### config.mk
export PLATFORM = sky130hd
export DESIGN_NAME = writeback_arbiter
export DESIGN_NICKNAME = d
export VERILOG_FILES = /design/src/rtl/mini_mips_pkg.sv /design/src/rtl/sync_fifo.sv /design/src/rtl/writeback_arbiter.sv
export SDC_FILE = /design/constraint.sdc
export NUM_CORES = 1
export LEC_CHECK = 0
export ABC_AREA = 0
export CORE_ASPECT_RATIO = 1.2
export CORE_MARGIN = 2
export CORE_UTILIZATION = 45
export DETAILED_ROUTE_END_ITERATION = 10
export PLACE_DENSITY = 0.73
export SKIP_LAST_GASP = 1
export SLEW_MARGIN = 30
export SYNTH_ARGS = -nofsm -noshare
export SYNTH_HDL_FRONTEND = slang
export SYNTH_SLANG_ARGS = --single-unit
export TNS_END_PERCENT = 5
### constraint.sdc
create_clock -name clk -period 3.05 [get_ports clk]
set_input_delay 0.4575 -clock clk [delete_from_list [all_inputs] [get_ports clk]]
set_output_delay 0.4575 -clock clk [all_outputs]
set_load 0.1 [all_outputs]
### src/rtl/mini_mips_pkg.sv
// mini_mips_pkg: shared Mini-MIPS constants and the writeback request type
package mini_mips_pkg;
  localparam int MM_ADDR_WIDTH = 5;
  localparam int MM_BUS_WIDTH = 32;
  localparam logic [MM_ADDR_WIDTH-1:0] ZERO_REG = '0;
  typedef struct packed {
    logic                     valid;
    logic [MM_ADDR_WIDTH-1:0] addr;
    logic [MM_BUS_WIDTH-1:0]  data;
  } wb_req_t;
endpackage

### src/rtl/sync_fifo.sv
// sync_fifo: power-of-two circular FIFO exposing per-entry tags and valid bits
module sync_fifo #(
  parameter int DEPTH = 4,
  parameter int WIDTH = 8,
  parameter int TAG_WIDTH = WIDTH,
  localparam int PW = $clog2(DEPTH),
  localparam int CW = PW + 1
) (
  input  logic                            clk,
  input  logic                            rst,
  input  logic                            push,
  input  logic                            pop,
  input  logic [WIDTH-1:0]                din,
  output logic [WIDTH-1:0]                dout,
  output logic [CW-1:0]                   count,
  output logic                            full,
  output logic                            empty,
  output logic [DEPTH-1:0][TAG_WIDTH-1:0] tags,
  output logic [DEPTH-1:0]                valid
);
  logic [DEPTH-1:0][WIDTH-1:0] mem;
  logic [PW-1:0] wr_ptr, rd_ptr;
  logic do_push, do_pop;
  assign do_push = push && !full;
  assign do_pop = pop && !empty;
  assign full = count == CW'(DEPTH);
  assign empty = count == '0;
  assign dout = mem[rd_ptr];
  for (genvar g = 0; g < DEPTH; g++) begin : g_tag
    assign tags[g] = mem[g][WIDTH-1 -: TAG_WIDTH];
  end
  // storage is left unreset; valid bits alone say which slots are live
  always_ff @(posedge clk) begin
    if (do_push) mem[wr_ptr] <= din;
  end
  // pointers, occupancy and valid bits; pointers wrap naturally at DEPTH
  always_ff @(posedge clk) begin
    if (rst) begin
      wr_ptr <= '0;
      rd_ptr <= '0;
      count <= '0;
      valid <= '0;
    end else begin
      if (do_push) begin
        wr_ptr <= wr_ptr + PW'(1);
        valid[wr_ptr] <= 1'b1;
      end
      if (do_pop) begin
        rd_ptr <= rd_ptr + PW'(1);
        valid[rd_ptr] <= 1'b0;
      end
      count <= count + CW'(do_push) - CW'(do_pop);
    end
  end
endmodule

### src/rtl/writeback_arbiter.sv
// writeback_arbiter: merges ALU and buffered load writebacks onto one register-file port
module writeback_arbiter
  import mini_mips_pkg::*;
#(
  parameter int COUNT = 32,
  parameter int BUS_WIDTH = 32,
  parameter int DEPTH = 4,
  localparam int ADDR_WIDTH = $clog2(COUNT)
) (
  input  logic                    clk,
  input  logic                    rst,
  input  logic                    a_valid,
  input  logic [ADDR_WIDTH-1:0]   a_addr,
  input  logic [BUS_WIDTH-1:0]    a_data,
  input  logic                    b_valid,
  output logic                    b_ready,
  input  logic [ADDR_WIDTH-1:0]   b_addr,
  input  logic [BUS_WIDTH-1:0]    b_data,
  input  logic [ADDR_WIDTH-1:0]   query_addr1,
  input  logic [ADDR_WIDTH-1:0]   query_addr2,
  output logic                    pending1,
  output logic                    pending2,
  output logic                    rf_wr_en,
  output logic [ADDR_WIDTH-1:0]   rf_write_addr,
  output logic [BUS_WIDTH-1:0]    rf_data,
  output logic [$clog2(DEPTH):0]  b_count
);
  localparam int WIDTH = ADDR_WIDTH + BUS_WIDTH;
  logic a_take, b_push, b_pop, fifo_full, fifo_empty, hit1, hit2;
  logic [WIDTH-1:0] head;
  logic [DEPTH-1:0][ADDR_WIDTH-1:0] q_addr;
  logic [DEPTH-1:0] q_vld;
  wb_req_t sel;
  assign a_take = a_valid && a_addr != ZERO_REG;
  assign b_ready = !fifo_full && !rst;
  assign b_push = b_valid && b_ready && b_addr != ZERO_REG;
  assign b_pop = !a_take && !fifo_empty;
  sync_fifo #(.DEPTH(DEPTH), .WIDTH(WIDTH), .TAG_WIDTH(ADDR_WIDTH)) u_fifo (
    .clk(clk),
    .rst(rst),
    .push(b_push),
    .pop(b_pop),
    .din({b_addr, b_data}),
    .dout(head),
    .count(b_count),
    .full(fifo_full),
    .empty(fifo_empty),
    .tags(q_addr),
    .valid(q_vld)
  );
  // A wins; otherwise the FIFO head, whose emptiness is registered so a same-cycle push cannot be popped
  always_comb begin
    sel.valid = a_take || b_pop;
    sel.addr = MM_ADDR_WIDTH'(a_take ? a_addr : head[WIDTH-1 -: ADDR_WIDTH]);
    sel.data = MM_BUS_WIDTH'(a_take ? a_data : head[BUS_WIDTH-1:0]);
  end
  // registered write port; address and data hold while idle
  always_ff @(posedge clk) begin
    if (rst) begin
      rf_wr_en <= 1'b0;
      rf_write_addr <= '0;
      rf_data <= '0;
    end else begin
      rf_wr_en <= sel.valid;
      if (sel.valid) begin
        rf_write_addr <= ADDR_WIDTH'(sel.addr);
        rf_data <= BUS_WIDTH'(sel.data);
      end
    end
  end
  // scoreboard compare; during reset only the live A request can flag a hazard
  always_comb begin
    hit1 = (a_valid && a_addr == query_addr1) || (!rst && rf_wr_en && rf_write_addr == query_addr1);
    hit2 = (a_valid && a_addr == query_addr2) || (!rst && rf_wr_en && rf_write_addr == query_addr2);
    for (int i = 0; i < DEPTH; i++) begin
      hit1 = hit1 || (!rst && q_vld[i] && q_addr[i] == query_addr1);
      hit2 = hit2 || (!rst && q_vld[i] && q_addr[i] == query_addr2);
    end
  end
  assign pending1 = hit1 && query_addr1 != ZERO_REG;
  assign pending2 = hit2 && query_addr2 != ZERO_REG;
endmodule

; Word-level counts from Yosys, hierarchy flattened
; Index checks and enable logic that the tools add are counted.
[totals]
ff_bits = 197
out_inout_bits = 44
word_cells = 97
[op_classes]
add_sub_neg = 4
magnitude_cmp = 4
n_eq_ne = 13
muxes = 14
n_bitwise = 3
n_reduce_logical = 48
[op_table]
columns = op, n
row1 = $bwmux 148, 1
row2 = $bmux 37 s2, 1
row3 = $demux 37 s2, 1
row4 = $mux 37, 2
row5 = $eq 5x5->1, 12
row6 = $mux 32, 1
row7 = $logic_and 1x1->1, 28
row8 = $reduce_bool 5->1, 4
row9 = $mux 4, 3
row10 = $logic_or 1x1->1, 11
row11 = $lt 2x3->1 const B, 2
row12 = $mux 5, 1
row13 = $add 2x1->2 const B, 2
row14 = $and 4x4->4, 1
row15 = $demux 1 s2, 2
row16 = $ge 2x1->1 const B, 2
row17 = $logic_not 1->1, 4
row18 = $not 4->4, 1
row19 = $or 4x4->4, 1
row20 = $add 3x1->3, 1
row21 = $eq 3x3->1 const B, 1
row22 = $logic_not 3->1, 1
row23 = $sub 3x1->3, 1
row24 = $mux 1, 2

; Longest topological paths before layout
; Gate-level depths: netlist (run 1).
[logic_depth]
depth_word = 10
depth_mapped = 10

; Modules after synthesis
; Synthesis (run 1) repeated with hierarchy kept, for this count alone.
[unflattened]
hier_cells = 561
area_unflattened_um2 = 8684.6
[modules_own_cells]
columns = mod, instances, cells_per_inst, area_each_um2
row1 = sync_fifo, 1, 276, 6092.1
row2 = writeback_arbiter, 1, 285, 2592.5

; Worst setup path after synthesis (run 1)
; Ideal clock, no wire load.
[synth_timing]
kind = register to register
from = register u_fifo.count[1]
to = register u_fifo.mem[0] (netlist name), enable pin
setup_ps = 399
t_arrival_ps = 4249
path_slack_ps = -1597
path_stages_with_launch = 6
path_buffers = 1
cell_sequence = dfxtp_1 nor2_1 a21oi_1 o311a_1 clkbuf_1 and2_1
[synth_via]
elab_chain_cells = 6
[synth_rtl]
columns = item, line_no
row1 = from (decl), sync_fifo.sv:15  ; output logic [CW-1:0] count,
row2 = from (signal assigned), sync_fifo.sv:52  ; count <= count + CW'(do_push) - CW'(do_pop);
row3 = $eq 3x3->1, sync_fifo.sv:26  ; assign full = count == CW'(DEPTH);
row4 = $logic_not 1->1, writeback_arbiter.sv:35  ; assign b_ready = !fifo_full && !rst;
row5 = $logic_and 1x1->1, writeback_arbiter.sv:35
row6 = named net b_ready, writeback_arbiter.sv:16  ; output logic b_ready,
row7 = $logic_and 1x1->1 (2 in series), writeback_arbiter.sv:36  ; assign b_push = b_valid && b_ready && b_addr != ZERO_REG;
row8 = $logic_and 1x1->1, sync_fifo.sv:24  ; assign do_push = push && !full;
row9 = named net u_fifo.do_push, sync_fifo.sv:23  ; logic do_push, do_pop;
row10 = "to (signal, indexed assignment)", sync_fifo.sv:34  ; if (do_push) mem[wr_ptr] <= din;
row11 = to (decl), sync_fifo.sv:21  ; logic [DEPTH-1:0][WIDTH-1:0] mem;
; The timed path passes the listed nets, and every way through them passes these cells.
; A chain may end at the register's enable or synchronous reset.

; Final worst setup path (run 1)
[layout_timing]
from = input port query_addr1[0]
to = output port pending1
[layout_via]
elab_chain_cells = 8
word_cells_on_any_way = 19
classes_between = eq/ne (6) / reduce/logical (13)
[layout_rtl]
columns = item, line_no
row1 = from (decl), writeback_arbiter.sv:19  ; input logic [ADDR_WIDTH-1:0] query_addr1,
row2 = $eq 5x5->1, writeback_arbiter.sv:73  ; hit1 = (a_valid && a_addr == query_addr1) || (!rst && rf_wr_en && rf_write_addr == query_addr1);
row3 = $logic_and 1x1->1, writeback_arbiter.sv:73
row4 = $logic_or 1x1->1, writeback_arbiter.sv:73
row5 = $logic_or 1x1->1 (4 in series), writeback_arbiter.sv:76  ; hit1 = hit1 || (!rst && q_vld[i] && q_addr[i] == query_addr1);
row6 = $logic_and 1x1->1 *, writeback_arbiter.sv:80  ; assign pending1 = hit1 && query_addr1 != ZERO_REG;
row7 = to (decl), writeback_arbiter.sv:21  ; output logic pending1,
; Mark *: on every way between the ends. The rest lies on a longest branch, timed or not.

==> results of run 1 <==
## registers in the layout (all words and copies together) (netlist names)
name / flops
u_fifo.wr_ptr: 2
rf_wr_en: 1
u_fifo.count: 3
rf_data: 32
u_fifo.rd_ptr: 2
u_fifo.tags: 20
u_fifo.valid: 4
u_fifo.mem: 128
rf_write_addr: 5
## final cells by class
class / count / area (sq um)
repair buffers: 156 / 1470
fillers: 1380 / 7630
inverters: 5 / 18.8
clock inverters: 10 / 93.8
clock buffers: 22 / 475
flip-flops and latches: 197 / 5430
multi-input cells: 294 / 2770
well taps: 224 / 280
## metrics by stage
| step | hold slack, ns | power [uW] | utilization [%] | cells |
|---|---|---|---|---|
| after global routing | 0.519 | 8460 | 58.0 | 908 |
| final | 0.472 | 8100 | 58.0 | 908 |
| after floorplan | 0.442 | 5370 | - | 533 |
| after CTS | 0.476 | 8190 | 58.0 | 908 |
| after detailed placement | 0.461 | 6040 | 54.9 | 876 |
| after global placement | 0.455 | 6000 | 54.9 | 876 |
## cell families (layout without fill, tap and decap cells)
kind of cell	Yosys count	after routing	synth area share, %
fa+ha+maj	10	10	1.59
xor+xnor	64	64	6.70
buf+inv	42	193	2.26
mux	76	76	14.6
flops	197	197	64.9
simple gates	89	89	5.19
compound gates	55	55	4.74
## final timing paths
path,from,endpoint,cells after the start
setup / recovery,query_addr1[0],pending1,7
hold reg to reg,u_fifo.valid[3],u_fifo.valid[3],1
hold / removal,u_fifo.valid[3],u_fifo.valid[3],1
setup reg to reg,u_fifo.count[1],u_fifo.count[2],9
## power groups by stage
stage | logic (uW) | clock network [uW] | registers (uW)
floorplan | 1340 | 0 | 4030
global placement | 2680 | 0 | 3320
detailed placement | 2710 | 0 | 3330
CTS | 2730 | 2190 | 3270
global route | 2860 | 2310 | 3290
finish | 2690 | 2140 | 3270
## critical path: stages
cell	delay, ns
clkdlybuf4s50_1	0.79
xnor2_1	0.19
nand4_1	0.11
nor3_1	0.33
nor4_1	0.13
a21oi_2	0.19
buf_12	0.19
## Yosys cell counts
cell        n  area, sq um
edfxtp_1  148         4440
dfxtp_1    49          981
nor2_1     48          180
xnor2_1    45          394
mux2i_1    39          390
mux4_2     37          833
a211oi_1   35          263
clkbuf_1   21         78.8
xor2_1     19          166
nor3_1     12         60.1
a21oi_1    10         50.1
buf_2      10         50.1
nand4_1    10         62.6
ha_1        9          113
buf_4       5         37.5
inv_1       5         18.8
nand2b_1    5         31.3
o21a_1      5         37.5
and2_1      4         25.0
nor4_1      4         25.0
a31oi_1     2         12.5
or4_1       2         15.0
a21o_1      1         7.51
buf_1       1         3.75
fa_1        1         20.0
nor2_4      1         11.3
nor2b_1     1         6.26
o21ai_4     1         16.3
o311a_1     1         10.0
or3_1       1         6.26
or4_4       1         11.3
## layer usage
layer / wire, microns / vias up / track usage, %
li1: - / 2312 / -
met1: 7530 / 2448 / 24.1
met2: 9420 / 140 / 32.5
met3: 939 / 21 / 4.34
met4: 194 / 0 / 5.65
met5: 0 / - / 0
==> results.json, run 1 <==
{
  "outcome": "complete, no violations",
  "cts_made_buffers": 17,
  "final_cell_mix": "edfxtp_1 (148), clkdlybuf4s50_1 (86), buf_4 (62)",
  "relSlewSlack_pct": 52.5,
  "timing_worst_setup_path_type": "primary input to output pin",
  "fin_crit_sh_pct": 93.6,
  "grt_pass1_vias": 5140,
  "pwr-share-comb_pct": 33.2,
  "required_ns": 2.59,
  "synth-seq-cells": 197,
  "clk_pin_slew_ns": 0.06,
  "cts_tree": "done",
  "ios": 132,
  "place.gp.congestion": 0.905,
  "start_util_pct": 46.0,
  "critical_path.max_fanout": 7,
  "htreeDepth": 4,
  "drt-total-wl_mm": 18.1,
  "final-max-slew-violation-count": 0,
  "critPathCaptureType": "output pin",
  "fp.dieH_microns": 153,
  "switching_share_pct": 34.2,
  "intPower_uw": 5330,
  "rows": 54,
  "track_usage_pct": 19.0,
  "p_switching_uw": 2770,
  "yosysWarnings": 0,
  "worst_pin_slew_ns": 0.713,
  "final_cell_area_sq_um": 10500,
  "drive_above_1_share_pct": 21.9,
  "dp_hpwl_mm": 12.4,
  "start_kind": "primary input",
  "cts.sinks": 197,
  "maxCapViolCount": 0,
  "layout_commonest_cell": "edfxtp_1",
  "power.share.sequential_pct": 40.3,
  "hold_viol": 0,
  "post-route-min-period_ns": 2.86,
  "rsz0062_at_grt": "no",
  "grt_pass1_wl_mm": 28.1,
  "detailedPlace.worstSlack_ns": -0.0374,
  "die_w_microns": 128,
  "io_buffers": 131,
  "fin_setup_tns_ns": 0,
  "coreArea_sq_um": 18200,
  "postPlaceCellArea_sq_um": 9970,
  "hold_path.class": "flip-flop to flip-flop",
  "drtIter0Drc": 232,
  "drt-wirelength-per-cell_microns": 19.9,
  "synth_nets": 631,
  "cts-root-buf": "clkbuf_16",
  "dieArea_sq_um": 19700,
  "power_frac_clock_pct": 26.5,
  "via_per_inst": 5.42,
  "n_antenna_cell": 0,
  "grt_max_degree": 72,
  "yosys.cell_types.count": 31,
  "p_per_area_nw_per_um2": 768,
  "cts_post_setup_buffers_inserted": 0,
  "ctsHoldBuffers": 0,
  "total_leakage_power_uw": 0.00366,
  "post_cts_resized": 0,
  "nets": 769,
  "setup_viol": 0,
  "firstDrtPassIters": 4,
  "vias": 4921,
  "syn_area_sq_um": 8360,
  "drc": 0,
  "area_growth_pct": 26.1,
  "crit_arrival_ns": 2.40,
  "setup_slack_ns": 0.194,
  "clock_latency_ns": 0.43,
  "ant_nets": 0,
  "ys_seq_area_share_pct": 64.9,
  "clock_skew_ns": 0.0118,
  "overflow": 0,
  "irDropWorstVdd_uv": 457,
  "synthCells": 533,
  "synth_area_per_cell_sq_um": 15.7,
  "max_freq_mhz": 350,
  "antenna_found_initial": 0,
  "r2r_slack_ns": 0.91,
  "cts_max_path_buffers": 2
}
Power figures use the tool's default switching activity.
==> run 2: changes to the inputs <==
--- a/config.mk
+++ b/config.mk
@@ -8,9 +8,9 @@
 export ABC_AREA = 0
 export CORE_ASPECT_RATIO = 1.2
 export CORE_MARGIN = 2
-export CORE_UTILIZATION = 45
+export CORE_UTILIZATION = 54
 export DETAILED_ROUTE_END_ITERATION = 10
-export PLACE_DENSITY = 0.73
+export PLACE_DENSITY = 0.84
 export SKIP_LAST_GASP = 1
 export SLEW_MARGIN = 30
 export SYNTH_ARGS = -nofsm -noshare
==> results.json, run 2 (synthesized netlist as in run 1, its figures left out) <==
{
  "cts.sinks": 197,
  "dp_hpwl_mm": 13.0,
  "cts_tree": "done",
  "start_util_pct": 55.4,
  "setup_viol": 0,
  "cts_post_setup_buffers_inserted": 0,
  "fin_cells": 890,
  "post-route-min-period_ns": 2.84,
  "layout_commonest_cell": "edfxtp_1",
  "timing_worst_setup_path_type": "primary input to output pin",
  "worst_pin_slew_ns": 0.751,
  "critical_path.max_fanout": 7,
  "relSlewSlack_pct": 50.0,
  "final_cell_mix": "edfxtp_1 (148), clkdlybuf4s50_1 (86), buf_4 (62)",
  "cts_max_path_buffers": 2,
  "final_cell_area_sq_um": 10600,
  "grt_pass1_vias": 5492,
  "fin_crit_sh_pct": 93.0,
  "hold_viol": 0,
  "firstDrtPassIters": 4,
  "hold_path.class": "primary input to flip-flop",
  "r2r_start": "u_fifo.count[1]",
  "ff2ff_path_depth": 9,
  "cts_made_buffers": 17,
  "grt_pass1_wl_mm": 29.7,
  "outcome": "complete, no violations",
  "final-max-slew-violation-count": 0,
  "r2r_end": "u_fifo.count[2]",
  "clock_skew_ns": 0.0105,
  "coreArea_sq_um": 15100,
  "ctsHoldBuffers": 0,
  "rows": 49,
  "dieArea_sq_um": 16500,
  "ios": 132,
  "cp-startpoint": "query_addr1[0]",
  "required_ns": 2.59,
  "n_antenna_cell": 0,
  "drtIter0Drc": 269,
  "drt-total-wl_mm": 18.8,
  "irDropWorstVdd_uv": 551,
  "track_usage_pct": 23.7,
  "postPlaceCellArea_sq_um": 9990,
  "drive_above_1_share_pct": 22.3,
  "largest_reg_flops": 128,
  "drc": 0,
  "nets": 771,
  "drt-wirelength-per-cell_microns": 21.1,
  "grt_max_degree": 72,
  "endpoint": "pending1",
  "max_freq_mhz": 352,
  "p_per_area_nw_per_um2": 778,
  "area_growth_pct": 26.7,
  "place.gp.congestion": 0.906,
  "fp.dieH_microns": 140,
  "overflow": 0,
  "htreeDepth": 4,
  "cts-root-buf": "clkbuf_16",
  "critPathCaptureType": "output pin",
  "die_w_microns": 118,
  "start_kind": "primary input",
  "dp.cells": 858,
  "maxCapViolCount": 0,
  "via_per_inst": 5.64,
  "vias": 5016,
  "clock_latency_ns": 0.42,
  "largest_register": "u_fifo.mem",
  "ant_nets": 0,
  "crit_arrival_ns": 2.38,
  "post_cts_resized": 0,
  "antenna_found_initial": 0,
  "clk_pin_slew_ns": 0.07,
  "r2r_slack_ns": 0.90,
  "rsz0062_at_grt": "no",
  "total_leakage_power_uw": 0.00369,
  "io_buffers": 131
}
[run 2: cell types whose count changed in the layout (fill, tap and decap cells not counted), sizes merged]
| cell | previous run | this run |
|---|---|---|
| buf | 70 | 72 |
| inv | 9 | 8 |
| clkinv | 4 | 2 |
| clkbuf | 22 | 23 |
| clkinvlp | 1 | 3 |
[run 2: final cells by class]
type	count	area (sq um)
fill	1000	4490
clock buffer	23	522
timing repair buffer	158	1510
multi-input combinational	294	2770
tap	204	255
inverter	5	18.8
sequential	197	5430
clock inverter	9	86.3
[run 2: worst min-delay path by stage]
stage	startpoint	endpoint	slack, ns	cells past startpoint
floorplan	u_fifo.valid[0]	u_fifo.valid[0]	0.44	1
global placement	u_fifo.valid[2]	u_fifo.valid[2]	0.45	1
detailed placement	u_fifo.valid[0]	u_fifo.valid[0]	0.47	1
CTS	rst	u_fifo.count[1]	0.40	2
global route	rst	rf_write_addr[3]	0.46	2
finish	rst	u_fifo.count[1]	0.42	2
[run 2: stage by stage]
stage               utilization, %  setup TNS [ns]  worst slack (ns)  hold slack, ns  total power (uW)
floorplan                        -          -0.399            -0.399           0.442              5370
global placement              66.2               0            0.0271           0.450              6010
detailed placement            66.2         -0.0270           -0.0270           0.469              6070
CTS                           70.3               0             0.228           0.405              8310
global route                  70.3               0             0.159           0.457              8560
finish                        70.3               0             0.212           0.424              8250
[run 2: routing by layer]
metal | track usage [%] | vias to the layer above | wire length (microns)
met3 | 4.52 | 24 | 826
met5 | 0 | - | 0
met4 | 8.62 | 0 | 384
li1 | - | 2305 | -
met1 | 28.2 | 2540 | 7430
met2 | 43.2 | 147 | 10100
[run 2: report_power, final]
part	leakage [uW]	internal (uW)	switching [uW]	total, uW
logic	0.00165	1050	1660	2710
clock network	0.000292	1300	942	2240
registers	0.00175	3100	200	3300
total	0.00369	5450	2800	8250
[run 2: worst max-delay path, stage by stage]
cell and delay [ns]:
clkdlybuf4s50_1 0.77, xnor2_1 0.18, nand4_1 0.12, nor3_1 0.30, a31oi_1 0.13, a21oi_2 0.22, buf_12 0.19
